## src/rtl/usr_serial_ctrl.sv

```systemverilog
// usr_serial_ctrl
//   Upstream sequencer for a universal shift register
//   (mode 00 hold, 01 shift right, 10 shift left, 11 parallel load).
//   Accepts a parallel word over valid/ready, loads it into the register,
//   then shifts it out one bit slot per cycle, turning the register into a
//   framed PISO transmitter.
//
// Parameters:
//   WIDTH     - word width, must match the shift register (>= 2)
//   LSB_FIRST - 0: MSB first, shift left, fill through sl_in
//               1: LSB first, shift right, fill through sr_in
//
// Optional build macro:
//   USR_SERIAL_PARITY_EN - appends an even-parity slot to every frame.
//                          The parity bit is shifted in on the first shift,
//                          so it reaches the serial output in the final slot.
//
// Ports:
//   clk        - rising-edge clock
//   rst        - synchronous active-high reset
//   in_data    - word to transmit, captured on in_valid & in_ready
//   in_valid   - upstream word available
//   in_ready   - block can accept a word this cycle (0 while rst is high)
//   stall      - downstream not ready; freezes the current bit slot
//   mode       - shift register mode
//   p_load     - shift register parallel input
//   sl_in      - shift register left-shift fill input
//   sr_in      - shift register right-shift fill input
//   bit_valid  - serial bit at the register output is consumed this cycle
//   frame_done - pulse on the last consumed slot of a frame
//   busy       - frame in progress (LOAD or SHIFT)

module usr_serial_ctrl #(
   parameter int WIDTH     = 4,
   parameter bit LSB_FIRST = 1'b0
) (
   input  logic             clk,
   input  logic             rst,
   input  logic [WIDTH-1:0] in_data,
   input  logic             in_valid,
   output logic             in_ready,
   input  logic             stall,
   output logic [1:0]       mode,
   output logic [WIDTH-1:0] p_load,
   output logic             sl_in,
   output logic             sr_in,
   output logic             bit_valid,
   output logic             frame_done,
   output logic             busy
);

`ifdef USR_SERIAL_PARITY_EN
   localparam int N = WIDTH + 1;
`else
   localparam int N = WIDTH;
`endif

   localparam int            CW         = $clog2(WIDTH + 2);
   localparam logic [CW-1:0] LAST       = CW'(N - 1);
   localparam logic [1:0]    MODE_HOLD  = 2'b00;
   localparam logic [1:0]    MODE_LOAD  = 2'b11;
   localparam logic [1:0]    MODE_SHIFT = LSB_FIRST ? 2'b01 : 2'b10;

   typedef enum logic [1:0] {
      IDLE,
      LOAD,
      SHIFT
   } state_t;

   state_t           state_q, state_d;
   logic [CW-1:0]    cnt_q, cnt_d;
   logic [WIDTH-1:0] data_q, data_d;
   logic             fill;

`ifdef USR_SERIAL_PARITY_EN
   // Parity rides in on the first shift; all later fills are zero.
   assign fill = (cnt_q == '0) ? ^data_q : 1'b0;
`else
   assign fill = 1'b0;
`endif

   always_ff @(posedge clk) begin
      if (rst) begin
         state_q <= IDLE;
         cnt_q   <= '0;
         data_q  <= '0;
      end else begin
         state_q <= state_d;
         cnt_q   <= cnt_d;
         data_q  <= data_d;
      end
   end

   always_comb begin
      state_d    = state_q;
      cnt_d      = cnt_q;
      data_d     = data_q;
      mode       = MODE_HOLD;
      p_load     = '0;
      sl_in      = 1'b0;
      sr_in      = 1'b0;
      bit_valid  = 1'b0;
      frame_done = 1'b0;
      busy       = 1'b0;
      in_ready   = 1'b0;

      unique case (state_q)
         IDLE: begin
            in_ready = ~rst;
            if (in_valid) begin
               data_d  = in_data;
               state_d = LOAD;
            end
         end

         LOAD: begin
            mode    = MODE_LOAD;
            p_load  = data_q;
            busy    = 1'b1;
            cnt_d   = '0;
            state_d = SHIFT;
         end

         SHIFT: begin
            busy = 1'b1;
            // Fill depends only on registered state; a stall holds the
            // register through mode, so the fill value is harmless then.
            if (cnt_q != LAST) begin
               if (LSB_FIRST) sr_in = fill;
               else           sl_in = fill;
            end
            if (!stall) begin
               bit_valid = 1'b1;
               if (cnt_q == LAST) begin
                  frame_done = 1'b1;
                  in_ready   = ~rst;
                  if (in_valid) begin
                     data_d  = in_data;
                     state_d = LOAD;
                  end else begin
                     state_d = IDLE;
                  end
               end else begin
                  mode  = MODE_SHIFT;
                  cnt_d = cnt_q + CW'(1);
               end
            end
         end

         default: state_d = IDLE;
      endcase
   end

endmodule

```

## config.mk

```make
export PLATFORM = sky130hd
export DESIGN_NAME = usr_serial_ctrl
export DESIGN_NICKNAME = d
export VERILOG_FILES = /design/src/rtl/usr_serial_ctrl.sv
export SDC_FILE = /design/constraint.sdc
export NUM_CORES = 1
export LEC_CHECK = 0
export ABC_AREA = 1
export CAP_MARGIN = 10
export CORE_UTILIZATION = 40
export CTS_CLUSTER_DIAMETER = 200
export DETAILED_ROUTE_END_ITERATION = 16
export PLACE_DENSITY = 0.73
export SYNTH_ARGS = -nofsm -noshare
export SYNTH_HDL_FRONTEND = slang
export SYNTH_SLANG_ARGS = --single-unit
```

## constraint.sdc

```tcl
create_clock -name clk -period 1.4 [get_ports clk]
set_input_delay 0.35 -clock clk [delete_from_list [all_inputs] [get_ports clk]]
set_output_delay 0.35 -clock clk [all_outputs]
set_load 0.005 [all_outputs]
```

==> metrics, run 1 <==
status finished with violations; failing checks setup timing; Hold WC Path Type reg2reg; clock buffer depth 2; via count 749; hpwl dp 1200 microns; TritonRoute pass-1 iters 4; CP bufs+invs 2; root buf cell clkbuf_4; Arr. time, crit path 1.44 ns; CP dominant cell by count ha_4; largest family of logic cells by synthesized area simple AND/OR/NAND/NOR gates; Via density 4.99; setup repair after global routing missed its margin yes; initial core utilization 0.458; worst r2r src state_q[0]; average wire per standard cell 13.4 microns; input/output buffers 17; mean post-synth cell area 6.74 sq um; Setup violations, final 10; Pleak 0.000564 uW; htree depth 1; worst-path cell with the longest stage delay dfxtp_4; antenna violations before repair 0; IO Pins 20; Post-CTS Hold Buffers 0; mux contribution to synthesized area 0; Final Worst Setup Slack -0.388 ns; worst-path maximum fanout 2; largest cells by area after synthesis dfxtp_1, ha_1, nand2_1; worst hold path cell count 2; Die Span X 41.8 microns; Die ar. 1750 sq um; library cells used by synthesis 16; met2 usage 0.453; core area 1380 sq um; largest net degree at the start of global routing 9; met1 GRT Util 0.273; antenna fix cells 0; vias in the first global route 742; met3 Use GR 0.0783; count of antenna-violating nets left after detailed routing 0; clock-pin slew of the registers on the worst-case setup and hold paths 0.06 ns; DIE HEIGHT 41.8 microns; post-route design area 1140 sq um; DRC viols 0; Clock Latency Late Sink 0.27 ns; Startpoint Class flip-flop; Crit path max-delay family flip-flops; Syn. warnings 0; post-synthesis xor/xnor area fraction 0; gpl congestion 0.834; cell count after synthesis 94; area post-placement 938 sq um; Area growth, synth to finish 80.8%; TritonCTS buffer count 3; Crit. path cell count 7; GR peak layer met2; Post-Synth Simple-Gate Area 0.322; Synth Area in Compound Gates 0.0870; total grt overflow 0; synthesized area 633 sq um; P per Cell Area 1590 nW/um^2; All-Layer GR Usage 0.248; share of the synthesized area in the top cell type 0.285; Synth Area in Adders 0.158; number of cell rows 13; TritonCTS clock tree done; Critical Path, Cell by Cell ha_4, buf_6, ha_4, nand2_2, nor2_2, o21a_1, buf_2; crit path kind reg2out; Max Cap Viol 0; Nets 152; Worst path max stage delay 0.35 ns; post-route minimum period 1.79 ns; CP endpoint kind primary output; first-pass GRT wire length 3280 microns; share of layout cells above drive strength 1 0.504; Worst EP required 1.05 ns; CP startpoint cnt_q[1]; reg2reg path depth 9; origin of the worst min-delay path cnt_q[2]; Post-Route WL 2010 microns; final period utilization 1.28; Max Clock Freq 559 MHz; post-synthesis sequential area ratio 0.285; CTS sink count 9; largest area contributor in the netlist dfxtp_1; overall power 1820 uW; Final Slew Violations 0; Peak VDD IR 1.11 mV; synthesized flop and latch total 9; Initial DRC Count 19; Fill cells 81; Final Hold Viols 0; Setup Skew 0.000904 ns
==> placed cells by master (no fill, tap or decap), types with 2 or more instances in the layout <==
cell type and instances:
nand3_2 3, buf_4 11, a21oi_1 8, inv_6 2, conb_1 2, nand2_1 14, nor2_1 9, dfxtp_2 2
clkdlybuf4s50_1 7, inv_2 4, dfxtp_1 5, ha_4 6, inv_1 11, nand2_2 6, buf_2 7, clkbuf_4 3
dfxtp_4 2, nand3_1 6, nor2_4 2, nor2_2 3, buf_6 14
==> final timing paths <==
path,slack [ns],to
setup / recovery,-0.39,in_ready
hold / removal,0.48,cnt_q[2]
setup reg to reg,0.01,data_q[2]
hold reg to reg,0.48,cnt_q[2]
==> layer usage <==
| layer | vias up | part of all wire |
|---|---|---|
| met5 | - | 0 |
| met4 | 0 | 0.018 |
| met3 | 6 | 0.054 |
| met2 | 31 | 0.52 |
| met1 | 348 | 0.40 |
| li1 | 364 | - |
==> what timing repair did <==
| action | in CTS | in global routing |
|---|---|---|
| resized for setup | 78 | 16 |
| pin swaps | 11 | 4 |
| buffers inserted | 5 | 2 |
| hold endpoints to repair | 0 | 0 |
| endpoints found under the setup margin | 11 | 17 |
| gates cloned | 0 | 0 |
==> worst reg2reg max path, cell delays in order, from the launching register on <==
cell and delay [ns]:
dfxtp_2 0.33, buf_6 0.12, inv_6 0.06, ha_4 0.17, buf_6 0.13, nor2_2 0.05, nor2_4 0.20, nand3_1 0.10
nand2_1 0.08, nor2_1 0.04
==> synth_stat cells <==
library cell and count:
nand2_1 20, inv_1 17, nor2_1 11, dfxtp_1 9
nand3_1 9, a21oi_1 8, ha_1 8, buf_4 3
nor2_4 2, a21boi_0 1, conb_1 1, inv_2 1
nand2_2 1, nand3b_1 1, nor2_2 1, o21a_1 1
==> report_power, final <==
part	internal [uW]	total (uW)	switching, uW
logic	637	1200	564
clock network	110	209	98.4
registers	337	409	71.8
total	1080	1820	734
==> metrics by stage <==
step / setup WS [ns] / hold slack, ns / setup TNS, ns / std cells / utilization
after floorplan: -0.0231 / 0.419 / -0.0231 / 95 / -
after global routing: -0.449 / 0.524 / -2.66 / 150 / 0.828
final: -0.388 / 0.484 / -2.02 / 150 / 0.828
after CTS: -0.356 / 0.490 / -1.94 / 149 / 0.789
after global placement: -0.588 / 0.461 / -3.75 / 141 / 0.679
after detailed placement: -0.604 / 0.475 / -3.92 / 141 / 0.679
==> cell type report <==
type	count	area, sq um	share of cell area
clock buffer	4	26.3	0.0230
inverter	18	80.1	0.0699
tap	15	18.8	0.0164
sequential	9	190	0.166
timing repair buffer	39	345	0.302
multi-input combinational	65	484	0.423
==> registers in the layout (all words and copies together) (netlist names) <==
register / count
cnt_q: 3
state_q: 2
data_q: 4
==> cells by family after synthesis <==
logic type | count (synthesis)
AND/OR/NAND/NOR | 45
buffers and inverters | 21
AO/OA/AOI/OAI | 10
flip-flops | 9
adder cells (fa/ha/maj) | 8
other | 1
No activity file was read; power rests on OpenSTA's default activity.
==> inputs of run 2 (changes only) <==
--- a/config.mk
+++ b/config.mk
@@ -6,7 +6,7 @@
 export NUM_CORES = 1
 export LEC_CHECK = 0
 export ABC_AREA = 1
-export CAP_MARGIN = 10
+export CAP_MARGIN = 20
 export CORE_UTILIZATION = 40
 export CTS_CLUSTER_DIAMETER = 200
 export DETAILED_ROUTE_END_ITERATION = 16
==> results of run 2 <==
The final DEF is identical to that of run 1; final timing and power are the same.
==> inputs of run 3 (changes only) <==
--- a/config.mk
+++ b/config.mk
@@ -9,8 +9,10 @@
 export CAP_MARGIN = 20
 export CORE_UTILIZATION = 40
 export CTS_CLUSTER_DIAMETER = 200
+export CTS_CLUSTER_SIZE = 40
 export DETAILED_ROUTE_END_ITERATION = 16
 export PLACE_DENSITY = 0.73
+export RECOVER_POWER = 100
 export SYNTH_ARGS = -nofsm -noshare
 export SYNTH_HDL_FRONTEND = slang
 export SYNTH_SLANG_ARGS = --single-unit
==> run 3 against run 2 <==
Effect of this change: the flow still finishes with violations (setup timing); first-iteration DRC count is 21% lower; design area is 0.44% lower; fmax about the same; register-to-register slack about the same; utilization down 0.36 points; critical path depth is the same; count of clock-buffer cells in the layout is the same; combinational power hardly changed; sequential cell count unchanged; worst setup slack improved by 0.0018 ns; sequential power is essentially flat; largest cell class unchanged; highest routed layer unchanged.
==> metrics, run 3 (synthesis results as in run 1) <==
average wire per standard cell 13.5 microns (+0.50%); dpl cells 141 (unchanged); worst hold slack 0.485 ns (+0.000973 ns); most frequent cells in the layout nand2_1, buf_6, inv_1; Die ar. 1750 sq um (unchanged); final period utilization 1.28 (about the same); Post-Route WL 2020 microns (+0.50%); max reg flops 4 (unchanged); gpl congestion 0.834 (unchanged); Die Span X 41.8 microns (unchanged); DIE HEIGHT 41.8 microns (unchanged); htree depth 1 (unchanged); TritonCTS buffer count 3 (unchanged); Peak VDD IR 1.12 mV (+0.52%); Startpoint Class flip-flop; hpwl dp 1200 microns (unchanged); DRC viols 0 (unchanged); antenna violations before repair 0 (unchanged); Clock Latency Late Sink 0.27 ns (about the same); Setup Skew 0.00146 ns (+0.000553 ns); root buf cell clkbuf_4; P per Cell Area 1590 nW/um^2 (about the same); Initial DRC Count 15 (-4); TritonCTS clock tree done; core area 1380 sq um (unchanged); Area growth, synth to finish 80.0%; clock buffer depth 2 (unchanged); IO Pins 20 (unchanged); count of antenna-violating nets left after detailed routing 0 (unchanged); dpl ws -0.604 ns (unchanged); Final Hold Viols 0 (unchanged); setup repair after global routing missed its margin yes; antenna fix cells 0 (unchanged); worst-path maximum fanout 2 (unchanged); Largest regs data_q: 4 flops, cnt_q: 3 flops, state_q: 2 flops; failing checks setup timing; Final Worst Setup Slack -0.386 ns (+0.00177 ns); Setup violations, final 10 (unchanged); Via density 4.91 (-1.6%); Fill cells 82 (+1.2%); Final Util 0.824 (-0.00362); vias in the first global route 742 (unchanged); Pleak 0.000563 uW (-0.20%); Largest Register data_q; crit path kind reg2out; Arr. time, crit path 1.44 ns (about the same); via count 737 (-1.6%); first-pass GRT wire length 3280 microns (unchanged); largest net degree at the start of global routing 9 (unchanged); Final Non-Filler Cells 150 (unchanged); Max Cap Viol 0 (unchanged); status finished with violations; TritonRoute pass-1 iters 4 (unchanged); CTS sink count 9 (unchanged); CP endpoint kind primary output; Final Slew Violations 0 (unchanged); Max Clock Freq 560 MHz (about the same); setup tns final -2.04 ns (-0.0280 ns); post-route minimum period 1.79 ns (-0.00177 ns); number of cell rows 13 (unchanged); initial core utilization 0.458 (unchanged); Nets 152 (unchanged); total grt overflow 0 (unchanged); share of layout cells above drive strength 1 0.504 (unchanged); clock-pin slew of the registers on the worst-case setup and hold paths 0.06 ns (about the same); All-Layer GR Usage 0.248 (unchanged); Worst EP required 1.05 ns (about the same); Hold WC Path Type reg2reg; input/output buffers 17 (unchanged)
[run 3: changes by cell type in the layout (fill, tap and decap cells not counted)]
cell,change
inv_4,+1
clkbuf_2,+1
inv_6,-1
buf_4,-1
[run 3: worst paths after layout]
kind / start / to / slack, ns / cells past startpoint
max: cnt_q[1] / in_ready / -0.39 / 7
min: cnt_q[2] / cnt_q[2] / 0.49 / 2
max reg2reg: state_q[0] / data_q[2] / 0.01 / 9
min reg2reg: cnt_q[2] / cnt_q[2] / 0.49 / 2
[run 3: layout make-up]
cell class / count / area [sq um] / area share
Timing Repair Buffer: 39 / 343 / 0.301
Inverter: 18 / 77.6 / 0.0681
Sequential cell: 9 / 190 / 0.167
Clock buffer: 4 / 26.3 / 0.0231
Multi-Input combinational cell: 65 / 484 / 0.425
Tap cell: 15 / 18.8 / 0.0165
[run 3: timing repair]
item,in CTS,in global routing
hold buffers,0,0
buffers inserted,5,2
setup endpoints to repair,11,17
pin swaps,11,4
resized for setup,78,16
[run 3: power by group]
| group | switching (uW) | internal, uW | total (uW) |
|---|---|---|---|
| clock | 98.2 | 110 | 209 |
| sequential | 72.5 | 337 | 410 |
| combinational | 560 | 632 | 1190 |
| total | 730 | 1080 | 1810 |
[run 3: per-layer routing]
layer,vias to the layer above,part of all wire,global-route usage
met5,-,0,0
met4,0,0.014,0.0645
met3,4,0.045,0.0783
met2,24,0.53,0.453
met1,343,0.41,0.273
li1,366,-,-
[run 3: per-stage QoR]
step / instance area [sq um] / total power, uW
2_1_floorplan: 644 / 807
3_3_place_gp: 938 / 1180
3_5_place_dp: 938 / 1210
4_1_cts: 1090 / 1670
5_1_grt: 1140 / 1920
6_report: 1140 / 1810
[run 3: critical path: stages (launching register included)]
cell	delay (ns)
dfxtp_4	0.35
ha_4	0.16
buf_6	0.11
ha_4	0.15
nand2_2	0.06
nor2_2	0.04
o21a_1	0.16
buf_2	0.13
